## config.mk

```make
export PLATFORM = sky130hd
export DESIGN_NAME = charram_access_ctrl
export DESIGN_NICKNAME = d
export VERILOG_FILES = /design/src/rtl/charram_access_ctrl_pkg.sv /design/src/rtl/charram_access_ctrl.sv
export SDC_FILE = /design/constraint.sdc
export NUM_CORES = 1
export LEC_CHECK = 0
export BUFFER_PORTS_ARGS = -buffer_cell sky130_fd_sc_hd__buf_2
export CAP_MARGIN = 20
export CORE_ASPECT_RATIO = 1.5
export CORE_MARGIN = 2
export CORE_UTILIZATION = 50
export DETAILED_ROUTE_END_ITERATION = 10
export PLACE_DENSITY = 0.89
export SYNTH_ARGS = -nofsm -noshare
export SYNTH_HDL_FRONTEND = slang
export SYNTH_SLANG_ARGS = --single-unit
export TNS_END_PERCENT = 30
```

## constraint.sdc

```tcl
create_clock -name i_EMU_MCLK -period 4.45 [get_ports i_EMU_MCLK]
set_input_delay 0.6675 -clock i_EMU_MCLK [delete_from_list [all_inputs] [get_ports i_EMU_MCLK]]
set_output_delay 0.6675 -clock i_EMU_MCLK [all_outputs]
set_load 0.005 [all_outputs]
```

## src/rtl/charram_access_ctrl_pkg.sv

```systemverilog
// Shared definitions for the character-RAM access sequencer: FSM encoding,
// byte-lane indices and the CPU lane-select decode.
package charram_access_ctrl_pkg;

  localparam int ROW_W = 14;

  // Lane k drives SELk_n; lane 0 carries bits 31:24, lane 3 carries bits 7:0.
  localparam int LANE_0 = 0;
  localparam int LANE_1 = 1;
  localparam int LANE_2 = 2;
  localparam int LANE_3 = 3;

  typedef enum logic [1:0] {
    ST_IDLE     = 2'd0,
    ST_ISSUE    = 2'd1,
    ST_CAPTURE  = 2'd2,
    ST_CPU_HOLD = 2'd3
  } state_e;

  // A1 picks the 16-bit half; UDS maps to the upper byte of that half.
  function automatic logic [3:0] cpu_sel_n(input logic a1, input logic uds_n, input logic lds_n);
    logic [3:0] sel_n;
    sel_n = 4'hF;
    if (a1) begin
      sel_n[LANE_2] = uds_n;
      sel_n[LANE_3] = lds_n;
    end else begin
      sel_n[LANE_0] = uds_n;
      sel_n[LANE_1] = lds_n;
    end
    return sel_n;
  endfunction

endpackage

```

## src/rtl/charram_access_ctrl.sv

```systemverilog
// Two-master sequencer for the 16k x 32 byte-laned character RAM: the 68000
// (16-bit, UDS/LDS, DTACK handshake) and the 32-bit video tile fetcher.
module charram_access_ctrl
  import charram_access_ctrl_pkg::*;
#(
  parameter int P_VID_PRIO   = 1,
  parameter int P_CPU_STARVE = 8
) (
  input  logic             i_EMU_MCLK,
  input  logic             i_EMU_RST,
  input  logic             i_CPU_AS_n,
  input  logic             i_CPU_RW,
  input  logic             i_CPU_UDS_n,
  input  logic             i_CPU_LDS_n,
  input  logic [14:0]      i_CPU_ADDR,
  input  logic [15:0]      i_CPU_DIN,
  output logic [15:0]      o_CPU_DOUT,
  output logic             o_CPU_DTACK_n,
  input  logic             i_VID_REQ,
  input  logic [ROW_W-1:0] i_VID_ADDR,
  output logic [31:0]      o_VID_DATA,
  output logic             o_VID_ACK,
  output logic [ROW_W-1:0] o_RAM_ADDR,
  output logic [31:0]      o_RAM_DIN,
  output logic             o_RAM_WR_n,
  output logic             o_RAM_RD_n,
  output logic [3:0]       o_RAM_SEL_n,
  input  logic [31:0]      i_RAM_DOUT
);

  localparam int STARVE_W = (P_CPU_STARVE < 1) ? 1 : $clog2(P_CPU_STARVE + 1);
  localparam logic [STARVE_W-1:0] STARVE_MAX = STARVE_W'((P_CPU_STARVE < 0) ? 0 : P_CPU_STARVE);

  state_e               state_q;
  logic [STARVE_W-1:0]  starve_q, starve_d;
  logic                 is_vid_q, is_wr_q, a1_q;
  logic [ROW_W-1:0]     ram_addr_q;
  logic [31:0]          ram_din_q;
  logic                 ram_wr_n_q, ram_rd_n_q;
  logic [3:0]           ram_sel_n_q;
  logic [15:0]          cpu_dout_q;
  logic                 cpu_dtack_n_q;
  logic [31:0]          vid_data_q;
  logic                 vid_ack_q;

  logic cpu_req, grant_cpu, grant_vid;

  // CPU_HOLD keeps the FSM away from IDLE until AS_n rises, so a request seen
  // in IDLE is always a fresh bus cycle.
  assign cpu_req = !i_CPU_AS_n && (!i_CPU_UDS_n || !i_CPU_LDS_n);

  always_comb begin
    grant_cpu = 1'b0;
    grant_vid = 1'b0;
    if (cpu_req && i_VID_REQ) begin
      if (starve_q >= STARVE_MAX) grant_cpu = 1'b1;
      else if (P_VID_PRIO != 0)   grant_vid = 1'b1;
      else                        grant_cpu = 1'b1;
    end else if (cpu_req) begin
      grant_cpu = 1'b1;
    end else if (i_VID_REQ) begin
      grant_vid = 1'b1;
    end
  end

  always_comb begin
    starve_d = starve_q;
    if (state_q == ST_IDLE) begin
      if (grant_cpu)
        starve_d = '0;
      else if (grant_vid && cpu_req && (starve_q < STARVE_MAX))
        starve_d = starve_q + 1'b1;
    end
  end

  always_ff @(posedge i_EMU_MCLK or posedge i_EMU_RST) begin
    if (i_EMU_RST) begin
      state_q       <= ST_IDLE;
      starve_q      <= '0;
      is_vid_q      <= 1'b0;
      is_wr_q       <= 1'b0;
      a1_q          <= 1'b0;
      ram_addr_q    <= '0;
      ram_din_q     <= '0;
      ram_wr_n_q    <= 1'b1;
      ram_rd_n_q    <= 1'b1;
      ram_sel_n_q   <= 4'hF;
      cpu_dout_q    <= '0;
      cpu_dtack_n_q <= 1'b1;
      vid_data_q    <= '0;
      vid_ack_q     <= 1'b0;
    end else begin
      starve_q <= starve_d;
      case (state_q)
        ST_IDLE: begin
          if (grant_vid) begin
            ram_addr_q  <= i_VID_ADDR;
            ram_rd_n_q  <= 1'b0;
            ram_sel_n_q <= 4'h0;
            is_vid_q    <= 1'b1;
            is_wr_q     <= 1'b0;
            state_q     <= ST_ISSUE;
          end else if (grant_cpu) begin
            ram_addr_q  <= i_CPU_ADDR[14:1];
            ram_din_q   <= {i_CPU_DIN, i_CPU_DIN};
            ram_rd_n_q  <= !i_CPU_RW;
            ram_wr_n_q  <= i_CPU_RW;
            ram_sel_n_q <= cpu_sel_n(i_CPU_ADDR[0], i_CPU_UDS_n, i_CPU_LDS_n);
            is_vid_q    <= 1'b0;
            is_wr_q     <= !i_CPU_RW;
            a1_q        <= i_CPU_ADDR[0];
            state_q     <= ST_ISSUE;
          end
        end
        ST_ISSUE: begin
          ram_rd_n_q  <= 1'b1;
          ram_wr_n_q  <= 1'b1;
          ram_sel_n_q <= 4'hF;
          state_q     <= ST_CAPTURE;
          // RAM answers on the negedge inside ISSUE; latching here presents
          // data and ACK/DTACK throughout CAPTURE.
          if (is_vid_q) begin
            vid_data_q <= i_RAM_DOUT;
            vid_ack_q  <= 1'b1;
          end else begin
            if (!is_wr_q)
              cpu_dout_q <= a1_q ? i_RAM_DOUT[15:0] : i_RAM_DOUT[31:16];
            cpu_dtack_n_q <= 1'b0;
          end
        end
        ST_CAPTURE: begin
          vid_ack_q <= 1'b0;
          state_q   <= is_vid_q ? ST_IDLE : ST_CPU_HOLD;
        end
        ST_CPU_HOLD: begin
          if (i_CPU_AS_n) begin
            cpu_dtack_n_q <= 1'b1;
            state_q       <= ST_IDLE;
          end
        end
        default: state_q <= ST_IDLE;
      endcase
    end
  end

  assign o_RAM_ADDR    = ram_addr_q;
  assign o_RAM_DIN     = ram_din_q;
  assign o_RAM_WR_n    = ram_wr_n_q;
  assign o_RAM_RD_n    = ram_rd_n_q;
  assign o_RAM_SEL_n   = ram_sel_n_q;
  assign o_CPU_DOUT    = cpu_dout_q;
  assign o_CPU_DTACK_n = cpu_dtack_n_q;
  assign o_VID_DATA    = vid_data_q;
  assign o_VID_ACK     = vid_ack_q;

endmodule

```

# Word level (Yosys, flattened, before mapping)

Index checks and enable logic that the tools add are counted.

Add/sub/neg operators: 1
$lt $le $gt $ge: 2
Equal/unequal tests: 9
Muxes and demuxes: 35
Bitwise gates (word level): 3
Reductions and logical operators: 25

Operators by type and width:

| kind                                                            | number |
|---|---|
| 14-bit two-way mux                                              | 2 |
| 1-bit two-way mux                                               | 16 |
| 16-bit two-way mux                                              | 1 |
| 4-bit two-way mux                                               | 4 |
| 2-bit two-way mux                                               | 6 |
| 2-bit AND reduction                                             | 6 |
| 3-bit AND reduction                                             | 4 |
| 2-bit inequality test, second input constant                    | 5 |
| 2-bit nonzero test                                              | 5 |
| 1-bit one-hot mux with 2 select lines                           | 4 |
| 2-bit one-hot mux with 4 select lines                           | 1 |
| 4-bit one-hot mux with 2 select lines                           | 1 |
| 4-bit by 1-bit adder with 4-bit output, second input constant   | 1 |
| 2-bit == test, second input constant                            | 2 |
| 4-bit greater-or-equal comparator, second input constant        | 1 |
| 1-bit logical AND                                               | 4 |
| 1-bit logical NOT                                               | 4 |
| 4-bit < comparator, second input constant                       | 1 |
| 3-bit inequality test, second input constant                    | 1 |
| 1-bit NOT                                                       | 3 |
| 2-bit by 1-bit == test with 1-bit output, second input constant | 1 |
| 2-bit logical NOT                                               | 1 |
| 1-bit logical OR                                                | 1 |

Bits in registers: 111
Input bits: 84

# Depth between registers and ports, before layout

Word-level depth: 9
Gate-level depth with buffers: 6
Mapped depth without buffers: 4

# Worst setup path after synthesis

No wires, ideal clock.

Kind: input port to flip-flop
Start: input i_CPU_UDS_n
End: register a1_q
Library setup time: 117 ps
Arrival time: 1750 ps
Path slack: 2583 ps
Stages: 6
Path through: a2111o_1 -> or2_1 -> buf_6 -> buf_6 -> nand2_1 -> nand2_1

Longest elaborated chain between the ends: 7
Elaborated cells between the ends (all ways): 10
Classes of those cells: 4 x mux; 1 x bitwise; 5 x reduce/logical

Ends and longest elaborated chain:

| element                                                | RTL line                                             | source |
|---|---|---|
| start: declaration                                     | charram_access_ctrl.sv:13                            | `input logic i_CPU_UDS_n,` |
| 1-bit logical NOT (*)                                  | charram_access_ctrl.sv:50                            | `assign cpu_req = !i_CPU_AS_n && (!i_CPU_UDS_n \|\| !i_CPU_LDS_n);` |
| 1-bit logical OR (*)                                   | charram_access_ctrl.sv:50                            |  |
| 1-bit logical AND (*)                                  | charram_access_ctrl.sv:50                            |  |
| 1-bit two-way mux or 1-bit logical AND (tied branches) | charram_access_ctrl.sv:59, charram_access_ctrl.sv:55 |  |
| 1-bit two-way mux                                      | charram_access_ctrl.sv:55                            | `if (cpu_req && i_VID_REQ) begin` |
| 1-bit NOT (no line)                                    | n/a                                                  |  |
| 3-bit AND reduction (no line) (*)                      | n/a                                                  |  |
| end signal: assignment                                 | charram_access_ctrl.sv:111                           | `a1_q <= i_CPU_ADDR[0];` |
| end: declaration                                       | charram_access_ctrl.sv:36                            | `logic is_vid_q, is_wr_q, a1_q;` |

Every way passes the cells marked *; elsewhere a longest branch is shown, timed or not.
A chain may end at the register's enable or synchronous reset.

# Worst setup path after layout

Start: register state_q[0]
End: register ram_sel_n_q[0] (netlist: o_RAM_SEL_n[0])

Longest elaborated chain between the ends: 3
Elaborated cells between the ends (all ways): 6
Classes of those cells: 2 x eq/ne; 1 x mux; 3 x reduce/logical

Ends and longest elaborated chain:

| element                                                                       | RTL line                   | source |
|---|---|---|
| start: declaration                                                            | charram_access_ctrl.sv:34  | `state_e state_q;` |
| start signal: assignment                                                      | charram_access_ctrl.sv:133 | `state_q <= is_vid_q ? ST_IDLE : ST_CPU_HOLD;` |
| 2-bit logical NOT or 2-bit by 1-bit == test with 1-bit output (tied branches) | charram_access_ctrl.sv:94  | `case (state_q)` |
| 3-bit inequality test (no line) or 2-bit nonzero test (tied branches)         | n/a                        |  |
| 2-bit AND reduction (no line)                                                 | n/a                        |  |
| end signal: assignment                                                        | charram_access_ctrl.sv:108 | `ram_sel_n_q <= cpu_sel_n(i_CPU_ADDR[0], i_CPU_UDS_n, i_CPU_LDS_n);` |
| end: declaration                                                              | charram_access_ctrl.sv:40  | `logic [3:0] ram_sel_n_q;` |

Parallel ways exist; a longest one is shown, timed or not.

==> out/qor.csv <==
metric;value;unit
share of cells above drive strength 1;46.7;%
Synth Area in Adders;0.617;%
antenna-violating nets left;0;
power per cell area;704;nW/um^2
pin count of the biggest net entering global routing;65;
antenna violations before repair;0;
dominant synthesized flop cell;dfrtp_1;
top post-synthesis cells by area;dfrtp_1 (54%), mux2_2 (8.9%), nand2_1 (6.9%), mux2i_1 (6.9%), dfstp_2 (4.5%);
Synth Area in Compound Gates;7.56;%
CTS buffer count;9;
Max transition margin;29.9;%
Yosys top cell area share;54.3;%
first-pass GRT wire length;14.6;mm
min cycle time layout;2250;ps
critical path arrival;2520;ps
num rows;40;
reg2reg end;o_RAM_SEL_n[0];
total routed wirelength;9.61;mm
Longest Clk Path Bufs;2;
Layout area overhead;29.8;%
die area;8860;sq um
RSZ-0062 raised after global routing;no;
clock latency on the worst-skew pair;330;ps
setup TNS;0;ps
Worst R2R Setup Slack;2200;ps
share of the clock period used by the worst path;50.7;%
r2r worst-path depth;4;
sequential fraction of the synthesis area;58.8;%
pin slew with the least headroom to its limit;1050;ps
Synth Cell Area;4060;sq um
GPL Wtd Cong;0.819;
initial core utilization;51.0;%
maximum vdd drop;0.406;mV
postcts setup bufs;0;
largest family of logic cells by synthesized area;multiplexers;
WS Path Type;register to register;
element type at the critical path end;register;
GRT Total Usage;21.2;%
# IOs;186;
DR iter-0 viols;117;
die height;114;microns
max_cap viols;0;
cts repair resizes;0;
vias;3259;
startpoint types;register;
vias in the first global route;3082;
cells after synthesis;360;
Place WS;1900;ps
Post-Syn Nets;446;
clock skew;4.69;ps
Yosys top cell by area;dfrtp_1;
final routed DRC violation total;0;
LEAKAGE;2.74;nW
final setup margin;2200;ps
Syn Area/Cell;11.3;sq um
clock sink count;95;
number of synthesized flops with an enable pin;0;
grt total ovfl;0;
Synth cell types;34;
routed len/inst;15.1;microns
Final #Nets;614;
Hold Path Class;input port to asynchronous set/reset pin;
FF+latch count, synth;95;
CTS Hold Bufs;0;
clk slew on worst S/H paths;60;ps
post-detail-place hpwl;7.20;mm
Final Hold Viols;0;
Crit path required time;4720;ps
Syn. warnings;0;
Max Transition Viols Final;0;
Core Area;7960;sq um
mux share of post-synthesis cell area;15.8;%
Clock Tree Root;clkbuf_16;
htree depth;3;
Crit Reg-Reg Startpoint;state_q[0];
Max Freq;444;MHz
status;finished clean;
die width;77.5;microns
CTS tree;done;
simple-gate share of the synthesized area;10.9;%
drt first pass iters;4;
vias per cell;5.11;
crit path max fanout;26;
number of port buffers;185;
n_diodes;0;
Final setup viols;0;
Synth async-reset ratio;100;%
post-synthesis xor/xnor area fraction;0.432;%
[critical path, cell delays in order, from the launching register on]
cell      delay (ps)
dfrtp_1          500
a2111o_1         500
nor2_2           830
o21ai_0          220
nand3_1          140
[cells in the mapped netlist (3+ instances only)]
library cell	count
nor2_1	20
mux2_2	32
nand2b_1	3
buf_4	17
o21ai_0	21
nand3_1	4
dfstp_2	7
dfrtp_1	88
nand2_1	75
inv_1	6
clkbuf_1	4
buf_2	10
mux2i_1	28
a21oi_1	19
[power breakdown]
part / switching [mW] / total, mW / leakage [nW] / internal (mW)
registers: 0.296 / 1.60 / 1.12 / 1.31
clock network: 0.311 / 0.766 / 0.148 / 0.454
logic: 0.639 / 1.34 / 1.47 / 0.702
total: 1.25 / 3.71 / 2.74 / 2.46
[cells by family (layout without fill, tap and decap cells)]
group / after synthesis / after routing
compound gates: 53 / 53
buf+inv: 39 / 212
simple gates: 109 / 109
flops: 95 / 95
fa+ha+maj: 2 / 2
xor+xnor: 2 / 2
mux: 60 / 60
[state kept, by name (all words and copies together) (netlist names)]
name           flops
a1_q               1
starve_q           4
state_q            2
o_RAM_DIN         16
o_CPU_DTACK_n      1
o_VID_ACK          1
is_wr_q            1
o_VID_DATA        32
is_vid_q           1
o_RAM_RD_n         1
o_RAM_WR_n         1
o_RAM_ADDR        14
o_CPU_DOUT        16
o_RAM_SEL_n        4
[area by class of cell]
class	count	area, sq um
flip-flops and latches	95	2390
well taps	105	131
clock inverters	4	52.6
multi-input cells	226	1440
inverters	6	23.8
clock buffers	12	246
fillers	617	2690
repair buffers	190	983
[metrics by stage]
| stage | power, mW | std cells | util [%] | area, sq um | hold WS, ps |
|---|---|---|---|---|---|
| after floorplan | 2.37 | 360 | - | 4060 | 451 |
| after global placement | 2.86 | 620 | 61.9 | 4930 | 460 |
| after detailed placement | 2.96 | 620 | 61.9 | 4930 | 474 |
| after CTS | 3.73 | 636 | 65.7 | 5230 | 486 |
| after global routing | 3.95 | 638 | 66.1 | 5260 | 357 |
| final | 3.71 | 638 | 66.1 | 5260 | 319 |
[per-layer routing]
| metal | GRT usage [%] | wire (microns) | part of all wire, % |
|---|---|---|---|
| met3 | 3.94 | 530 | 5.5 |
| met5 | 0 | 0 | 0 |
| met2 | 37.4 | 5200 | 54 |
| met4 | 9.17 | 216 | 2.2 |
| met1 | 25.1 | 3670 | 38 |
[worst max path at each step]
| stage | slack (ps) | from | endpoint |
|---|---|---|---|
| 2_1_floorplan | 1320 | i_EMU_RST | a1_q |
| 3_3_place_gp | 1960 | i_CPU_UDS_n | o_RAM_SEL_n[1] |
| 3_5_place_dp | 1900 | i_CPU_UDS_n | o_RAM_SEL_n[0] |
| 4_1_cts | 2200 | state_q[0] | o_RAM_SEL_n[0] |
| 5_1_grt | 1940 | state_q[0] | o_RAM_SEL_n[0] |
| 6_report | 2200 | state_q[0] | o_RAM_SEL_n[0] |
[placed cells by master, fill, tap and decap left out, types with 3 or more instances in the layout]
cell type,netlist,routed
inv_1,6,5
nand3_1,4,4
dfrtp_1,88,88
nand2b_1,3,3
buf_2,10,185
mux2i_1,28,28
clkbuf_16,0,9
dfstp_2,7,7
o21ai_0,21,21
a21oi_1,19,19
mux2_2,32,32
buf_4,17,3
nand2_1,75,75
nor2_1,20,20
Note: power is estimated with default switching activity, not from simulation.
